--- src/rtl/interboard_receiver.sv ---
// Receiving side of the 4-phase interboard link: synchronizes Request/data,
// assembles four 6-bit words and presents the decoded message with a valid pulse.
module interboard_receiver #(
    parameter logic [3:0]  MSG_RESET      = 4'hF,
    parameter int unsigned TIMEOUT_CYCLES = 1_000_000
) (
    input  logic       clk,
    input  logic       rst,
    input  logic       listen,
    input  logic       req_in,
    input  logic [5:0] data_in,
    output logic       ack_out,
    output logic       ack_oe,
    output logic       interboard_en,
    output logic       interboard_rst,
    output logic [3:0] interboard_msg_type,
    output logic       interboard_move_dir,
    output logic [2:0] interboard_sel_len,
    output logic [2:0] interboard_block_y,
    output logic [4:0] interboard_block_x,
    output logic [5:0] interboard_card,
    output logic       rx_error
);

    localparam logic [1:0] ST_IDLE     = 2'd0;
    localparam logic [1:0] ST_WAIT_REQ = 2'd1;
    localparam logic [1:0] ST_ACK      = 2'd2;
    localparam logic [1:0] ST_DONE     = 2'd3;

    localparam int          CW       = (TIMEOUT_CYCLES > 1) ? $clog2(TIMEOUT_CYCLES) : 1;
    localparam logic [CW-1:0] TMO_LAST = CW'(TIMEOUT_CYCLES - 1);

    logic          req_meta_reg, req_s_reg;
    logic [5:0]    data_meta_reg, data_s_reg;
    logic [1:0]    state_reg, state_next;
    logic [1:0]    wcnt_reg, wcnt_next;
    logic          ack_reg, ack_next;
    logic [CW-1:0] tmo_cnt_reg, tmo_cnt_next;
    logic          capture, done_pulse, timeout, counting;
    logic [5:0]    word_reg [3];
    logic [3:0]    tail_reg;
    logic [21:0]   msg_vec;
    logic          en_reg, rst_pulse_reg, err_reg;

    always_ff @(posedge clk) begin
        if (!rst) begin
            req_meta_reg  <= 1'b0;
            req_s_reg     <= 1'b0;
            data_meta_reg <= '0;
            data_s_reg    <= '0;
        end else begin
            req_meta_reg  <= req_in;
            req_s_reg     <= req_meta_reg;
            data_meta_reg <= data_in;
            data_s_reg    <= data_meta_reg;
        end
    end

    // DONE always completes its pulse; otherwise listen=0 wins, then timeout.
    always_comb begin
        state_next = state_reg;
        wcnt_next  = wcnt_reg;
        ack_next   = ack_reg;
        capture    = 1'b0;
        done_pulse = 1'b0;
        timeout    = 1'b0;
        counting   = (state_reg == ST_ACK) || ((state_reg == ST_WAIT_REQ) && (wcnt_reg != 2'd0));
        if (state_reg == ST_DONE) begin
            done_pulse = 1'b1;
            wcnt_next  = 2'd0;
            ack_next   = 1'b0;
            state_next = listen ? ST_WAIT_REQ : ST_IDLE;
        end else if (!listen) begin
            state_next = ST_IDLE;
            wcnt_next  = 2'd0;
            ack_next   = 1'b0;
        end else if (counting && (tmo_cnt_reg == TMO_LAST)) begin
            timeout    = 1'b1;
            state_next = ST_WAIT_REQ;
            wcnt_next  = 2'd0;
            ack_next   = 1'b0;
        end else begin
            case (state_reg)
                ST_IDLE: begin
                    state_next = ST_WAIT_REQ;
                    wcnt_next  = 2'd0;
                    ack_next   = 1'b0;
                end
                ST_WAIT_REQ: begin
                    if (req_s_reg) begin
                        capture    = 1'b1;
                        ack_next   = 1'b1;
                        state_next = ST_ACK;
                    end
                end
                ST_ACK: begin
                    if (!req_s_reg) begin
                        ack_next = 1'b0;
                        if (wcnt_reg == 2'd3) begin
                            state_next = ST_DONE;
                        end else begin
                            wcnt_next  = wcnt_reg + 2'd1;
                            state_next = ST_WAIT_REQ;
                        end
                    end
                end
                default: state_next = ST_IDLE;
            endcase
        end
    end

    always_comb begin
        tmo_cnt_next = '0;
        if (counting && !timeout && (state_next == state_reg))
            tmo_cnt_next = tmo_cnt_reg + CW'(1);
    end

    always_ff @(posedge clk) begin
        if (!rst) begin
            state_reg   <= ST_IDLE;
            wcnt_reg    <= 2'd0;
            ack_reg     <= 1'b0;
            tmo_cnt_reg <= '0;
        end else begin
            state_reg   <= state_next;
            wcnt_reg    <= wcnt_next;
            ack_reg     <= ack_next;
            tmo_cnt_reg <= tmo_cnt_next;
        end
    end

    // Word slots; the last word contributes only its upper four bits (the low two are padding).
    genvar gi;
    generate
        for (gi = 0; gi < 3; gi = gi + 1) begin : g_word
            always_ff @(posedge clk) begin
                if (!rst)
                    word_reg[gi] <= '0;
                else if (capture && (wcnt_reg == 2'(gi)))
                    word_reg[gi] <= data_s_reg;
            end
        end
    endgenerate

    always_ff @(posedge clk) begin
        if (!rst)
            tail_reg <= '0;
        else if (capture && (wcnt_reg == 2'd3))
            tail_reg <= data_s_reg[5:2];
    end

    assign msg_vec = {word_reg[0], word_reg[1], word_reg[2], tail_reg};

    always_ff @(posedge clk) begin
        if (!rst) begin
            en_reg              <= 1'b0;
            rst_pulse_reg       <= 1'b0;
            err_reg             <= 1'b0;
            interboard_msg_type <= '0;
            interboard_move_dir <= 1'b0;
            interboard_sel_len  <= '0;
            interboard_block_y  <= '0;
            interboard_block_x  <= '0;
            interboard_card     <= '0;
        end else begin
            en_reg        <= done_pulse;
            rst_pulse_reg <= done_pulse && (msg_vec[21:18] == MSG_RESET);
            err_reg       <= timeout;
            if (done_pulse) begin
                interboard_msg_type <= msg_vec[21:18];
                interboard_move_dir <= msg_vec[17];
                interboard_sel_len  <= msg_vec[16:14];
                interboard_block_y  <= msg_vec[13:11];
                interboard_block_x  <= msg_vec[10:6];
                interboard_card     <= msg_vec[5:0];
            end
        end
    end

    assign ack_out        = ack_reg;
    assign ack_oe         = listen;
    assign interboard_en  = en_reg;
    assign interboard_rst = rst_pulse_reg;
    assign rx_error       = err_reg;

endmodule

--- config.mk ---
export PLATFORM = sky130hd
export DESIGN_NAME = interboard_receiver
export DESIGN_NICKNAME = d
export VERILOG_FILES = /design/src/rtl/interboard_receiver.sv
export SDC_FILE = /design/constraint.sdc
export NUM_CORES = 1
export LEC_CHECK = 0
export ABC_AREA = 0
export BUFFER_PORTS_ARGS = -buffer_cell sky130_fd_sc_hd__clkbuf_2
export CORE_ASPECT_RATIO = 0.6
export CORE_MARGIN = 2
export CORE_UTILIZATION = 52
export CTS_CLUSTER_SIZE = 10
export DETAILED_ROUTE_END_ITERATION = 6
export PLACE_DENSITY = 0.77
export SLEW_MARGIN = 5
export SYNTH_ARGS = -nofsm -noshare
export SYNTH_HDL_FRONTEND = slang
export SYNTH_SLANG_ARGS = --single-unit
--- constraint.sdc ---
create_clock -name clk -period 2.2 [get_ports clk]
set_clock_uncertainty 0.2 [all_clocks]
set_input_delay 0.22 -clock clk [delete_from_list [all_inputs] [get_ports clk]]
set_output_delay 0.22 -clock clk [all_outputs]
set_load 0.005 [all_outputs]
Yosys cells after proc, flatten, opt, wreduce, memory -nomap -nowiden
Memories as Yosys holds them, arrays and structs flattened. A register that Yosys moved wholly into a read port is not among the register bits.
Index checks and enable logic that the tools add are counted.
{ "op_classes": {"add_sub_neg": 2, "n_eq_ne": 12, "n_mux": 36, "bitwise_logic": 5, "reduce_logical": 22} }
{ "ops": {"columns": ["operator", "count"], "rows": [
  ["1-bit two-way mux", 22],
  ["20-bit by 1-bit adder with 20-bit output, second input constant", 1],
  ["20-bit equality test, second input constant", 1],
  ["6-bit two-way mux", 3],
  ["2-bit two-way mux", 8],
  ["1-bit logical AND", 9],
  ["2-bit equality test, second input constant", 4],
  ["2-bit inequality test, second input constant", 3],
  ["2-bit case mux with 3 select lines", 1],
  ["3-bit AND reduction", 2],
  ["2-bit by 1-bit equality test with 1-bit output, second input constant", 2],
  ["4-bit equality test, second input constant", 1],
  ["2-bit logical NOT", 2],
  ["2-bit case mux with 2 select lines", 1],
  ["2-bit nonzero test", 2],
  ["4-bit OR reduction", 1],
  ["1-bit logical NOT", 3],
  ["1-bit bitwise OR", 3],
  ["1-bit case mux with 3 select lines", 1],
  ["3-bit nonzero test", 1],
  ["2-bit by 1-bit adder with 2-bit output, second input constant", 1],
  ["2-bit equality test", 1],
  ["1-bit inverter", 2],
  ["2-bit AND reduction", 1],
  ["1-bit logical OR", 1]
]} }
{ "totals": {"register_bits": 60, "ramBits": 18, "inputBits": 10, "output_inout_bits": 27, "word_cells": 94, "n_memories": 1} }
{ "memory_table": {"columns": ["memory", "words", "width", "rd", "rd_clocked_by_memory_dff", "write_ports", "line_no", "source"], "rows": [
  ["word_reg", 3, 6, 3, 2, 3, "40", "logic [5:0] word_reg [3];"]
]} }

Depth between registers and ports, before layout
{ "logic_depth": {"word_depth": 12, "mapped_depth": 7, "mapped_depth_nobuf": 6} }

Least setup slack after synthesis
OpenSTA, ideal clock, no wires.
{ "synth_path": {"kind": "flip-flop to flip-flop", "start": "register tmo_cnt_reg[11]", "end": "memory word_reg[0][0] (enable)", "setup_ns": 0.328, "arrival_ns": 1.709, "required_time_ns": 1.672, "path_slack_ns": -0.037, "stages_incl_launch_ff": 6, "n_path_buf": 1, "period_less_slack_ns": 2.237, "path_cell_list": "dfxtp_1 -> or4b_1 -> nand4bb_1 -> o211ai_1 -> buf_2 -> o21ai_0"} }
{ "synth_lines": {"columns": ["item", "line_no", "source"], "rows": [
  ["from (decl)", "38", "logic [CW-1:0] tmo_cnt_reg, tmo_cnt_next;"],
  ["from (signal assigned)", "128", "tmo_cnt_reg <= tmo_cnt_next;"],
  ["to (decl)", "40", null]
]} }

==> flow_metrics.tcl <==
set metrics [dict create \
    status "complete, no violations" \
    vias_per_cell 5.112 \
    power_density_nw_per_um2 661.6 \
    grt_setup_unrepaired "true" \
    syn2layout_area_growth_pct 22.31 \
    p_leak_nw 1.561 \
    required_ns 2.12 \
    rows 22 \
    yosys.cell_types.count 43 \
    hold_viol_final 0 \
    grt_pass1_vias 2539 \
    cts_sinks 86 \
    syn_area_um2 3443 \
    drive_above_1_share_pct 21.17 \
    largest_register_ff_count 20 \
    drt-total-wl_mm 7.084 \
    synth_top_area_share_pct 39.53 \
    routedWlPerCell_um 13.42 \
    max_freq_mhz 459.3 \
    worst_slew_pin_slew_ns 0.8366 \
    hold_class "register to register" \
    ant_nets 0 \
    clk_pin_slew_ns 0.08 \
    critPathArrivalTime_ns 2.10 \
    initial_core_util_pct 55.11 \
    reg2reg_slack_ns 0.02 \
    core_um2 6248 \
    drt-pass1-iter-count 5 \
    p_total_mw 2.787 \
    startpoint_type "register" \
    antenna-diode-count 0 \
    synth_cells 372 \
    globalplace.congestion 0.8769 \
    ios 37 \
    fin_util_pct 67.40 \
    die-width_um 109.1 \
    num-nets-final 454 \
    synth_flop_cell "dfxtp_1" \
    drv_cap 0 \
    worst-path-max-fanout 11 \
    syn_area_per_cell_um2 9.256 \
    root_buffer "clkbuf_8" \
    gr-total-overflow 0 \
    drc 0 \
    cts_tree "built" \
    drtIter0Drc 194 \
    synth_area_leaders "dfxtp_1, edfxtp_1, nand2_1" \
    async_flop_share_pct 0 \
    ys_ff_latch 86 \
    synth.largest_area_cell "dfxtp_1" \
    endpoint_kind "register" \
    antenna_found_initial 0 \
    ys_warn_count 0 \
    vdd_drop_max_v 0.0004576 \
    worstSetupPathType "register to register" \
    syn_nets 387 \
    grt_max_degree 28 \
    numCtsBuffers 9 \
    die_h_um 67.03 \
    ys_seq_area_share_pct 55.23 \
    clkLatencyLatePin_ns 0.36 \
    finalSetupViolCount 0 \
    port_buffers 36 \
    dpl.hpwl_mm 4.973 \
    synth_edf_count 18 \
    num_vias 2699 \
    slew_headroom_pct 44.09 \
    min_period_ns 2.177 \
    die-area_um2 7310 \
    htree_levels 3 \
    fin_crit_sh_pct 98.96 \
    grt_pass1_wl_mm 11.65 \
    track_usage_pct 21.38 \
    clk_path_buf_depth 2 \
    slew_viol_final 0 \
]
[synth_stat cells (4+ instances only)]
cell / count
nand2_1: 85
dfxtp_1: 68
nor2_1: 38
a21boi_0: 22
and2_1: 18
edfxtp_1: 18
clkbuf_1: 11
inv_1: 10
a21oi_1: 9
xnor2_1: 9
nand3_1: 8
o21ai_0: 8
buf_2: 5
ha_1: 5
nor3_1: 5
and3_1: 4
mux2i_1: 4
nand4_1: 4
nor4_1: 4
[power by group]
part           leakage [nW]  switching, mW  internal [mW]
combinational         0.726         0.0395         0.0375
clock                0.0997          0.546          0.518
sequential            0.735         0.0149           1.63
total                  1.56          0.600           2.19
[layout make-up]
cell class                 instances  area [um2]
fill                             489        2037
sequential                        86        1902
timing repair buffer              76       524.3
clock buffer                      13       170.2
clock inverter                     3       23.77
multi-input combinational        256        1449
tap                               84       105.1
inverter                          10       37.54
[worst max-delay path, stage by stage, from the launching register on]
cell,delay [ns]
dfxtp_1,0.32
or4b_1,0.55
nand4bb_1,0.24
o211ai_1,0.26
buf_4,0.19
buf_8,0.13
nor2_1,0.05
[metal layers]
layer,part of all wire [%],GRT usage (%),routed length (um),up-vias
met3,7.0,7.143,493,10
met1,51,30.02,3596,1222
li1,-,-,-,1379
met4,1.6,8.173,116,0
met5,0,0,0,-
met2,41,30.20,2877,88
[through the flow]
step	setup WS [ns]	instance area (um2)	setup TNS, ns	cells	hold slack [ns]
floorplan	-0.03680	3443	-0.4416	372	0.1473
global placement	-0.09741	3881	-1.587	502	0.2176
detailed placement	-0.1833	3881	-2.761	502	0.2177
CTS	0.002237	4174	0	528	0.2223
global route	-0.08083	4212	-1.782	528	0.2510
finish	0.02288	4212	0	528	0.2368
[repair_timing]
action                                 in CTS  in global routing
pin swaps                                   1                  2
setup buffers                               2                  0
setup endpoints to repair                  18                 41
resized for setup                           4                  9
hold buffers                                8                  0
endpoints found under the hold margin       9                  0
[final timing paths]
path,endpoint,depth (start not counted),start
min reg2reg,req_s_reg$_SDFF_PN0_,1,req_meta_reg$_SDFF_PN0_
min,req_s_reg$_SDFF_PN0_,1,req_meta_reg$_SDFF_PN0_
max reg2reg,word_reg[2][0]$_SDFFCE_PN0P_,6,tmo_cnt_reg[11]$_SDFF_PN0_
max,word_reg[2][0]$_SDFFCE_PN0P_,6,tmo_cnt_reg[11]$_SDFF_PN0_
[cell families (layout without fill, tap and decap cells)]
family	count (synthesis)	count (layout)	synth area share (%)
AND/OR/NAND/NOR	183	183	24.85
flip-flops	86	86	55.23
AO/OA/AOI/OAI	52	52	10.32
buffers and inverters	30	102	3.561
XOR/XNOR	12	12	3.053
adder cells (fa/ha/maj)	5	5	1.817
multiplexers	4	4	1.163
[placed cells by master (no fill, tap or decap), drive strengths merged, types with 3 or more instances in the layout]
master        n
dlygate4sd3   8
dfxtp        68
edfxtp       18
nor2         38
a21boi       22
and3          5
a21oi        10
buf          32
or3           3
ha            5
inv          12
nand2        85
o21ai         8
clkbuf       49
nand4         4
or4           3
xnor2         9
nor3          5
nand3         9
xor2          3
and2         18
mux2i         4
nor4          4
Note: power is estimated with default switching activity, not from simulation.
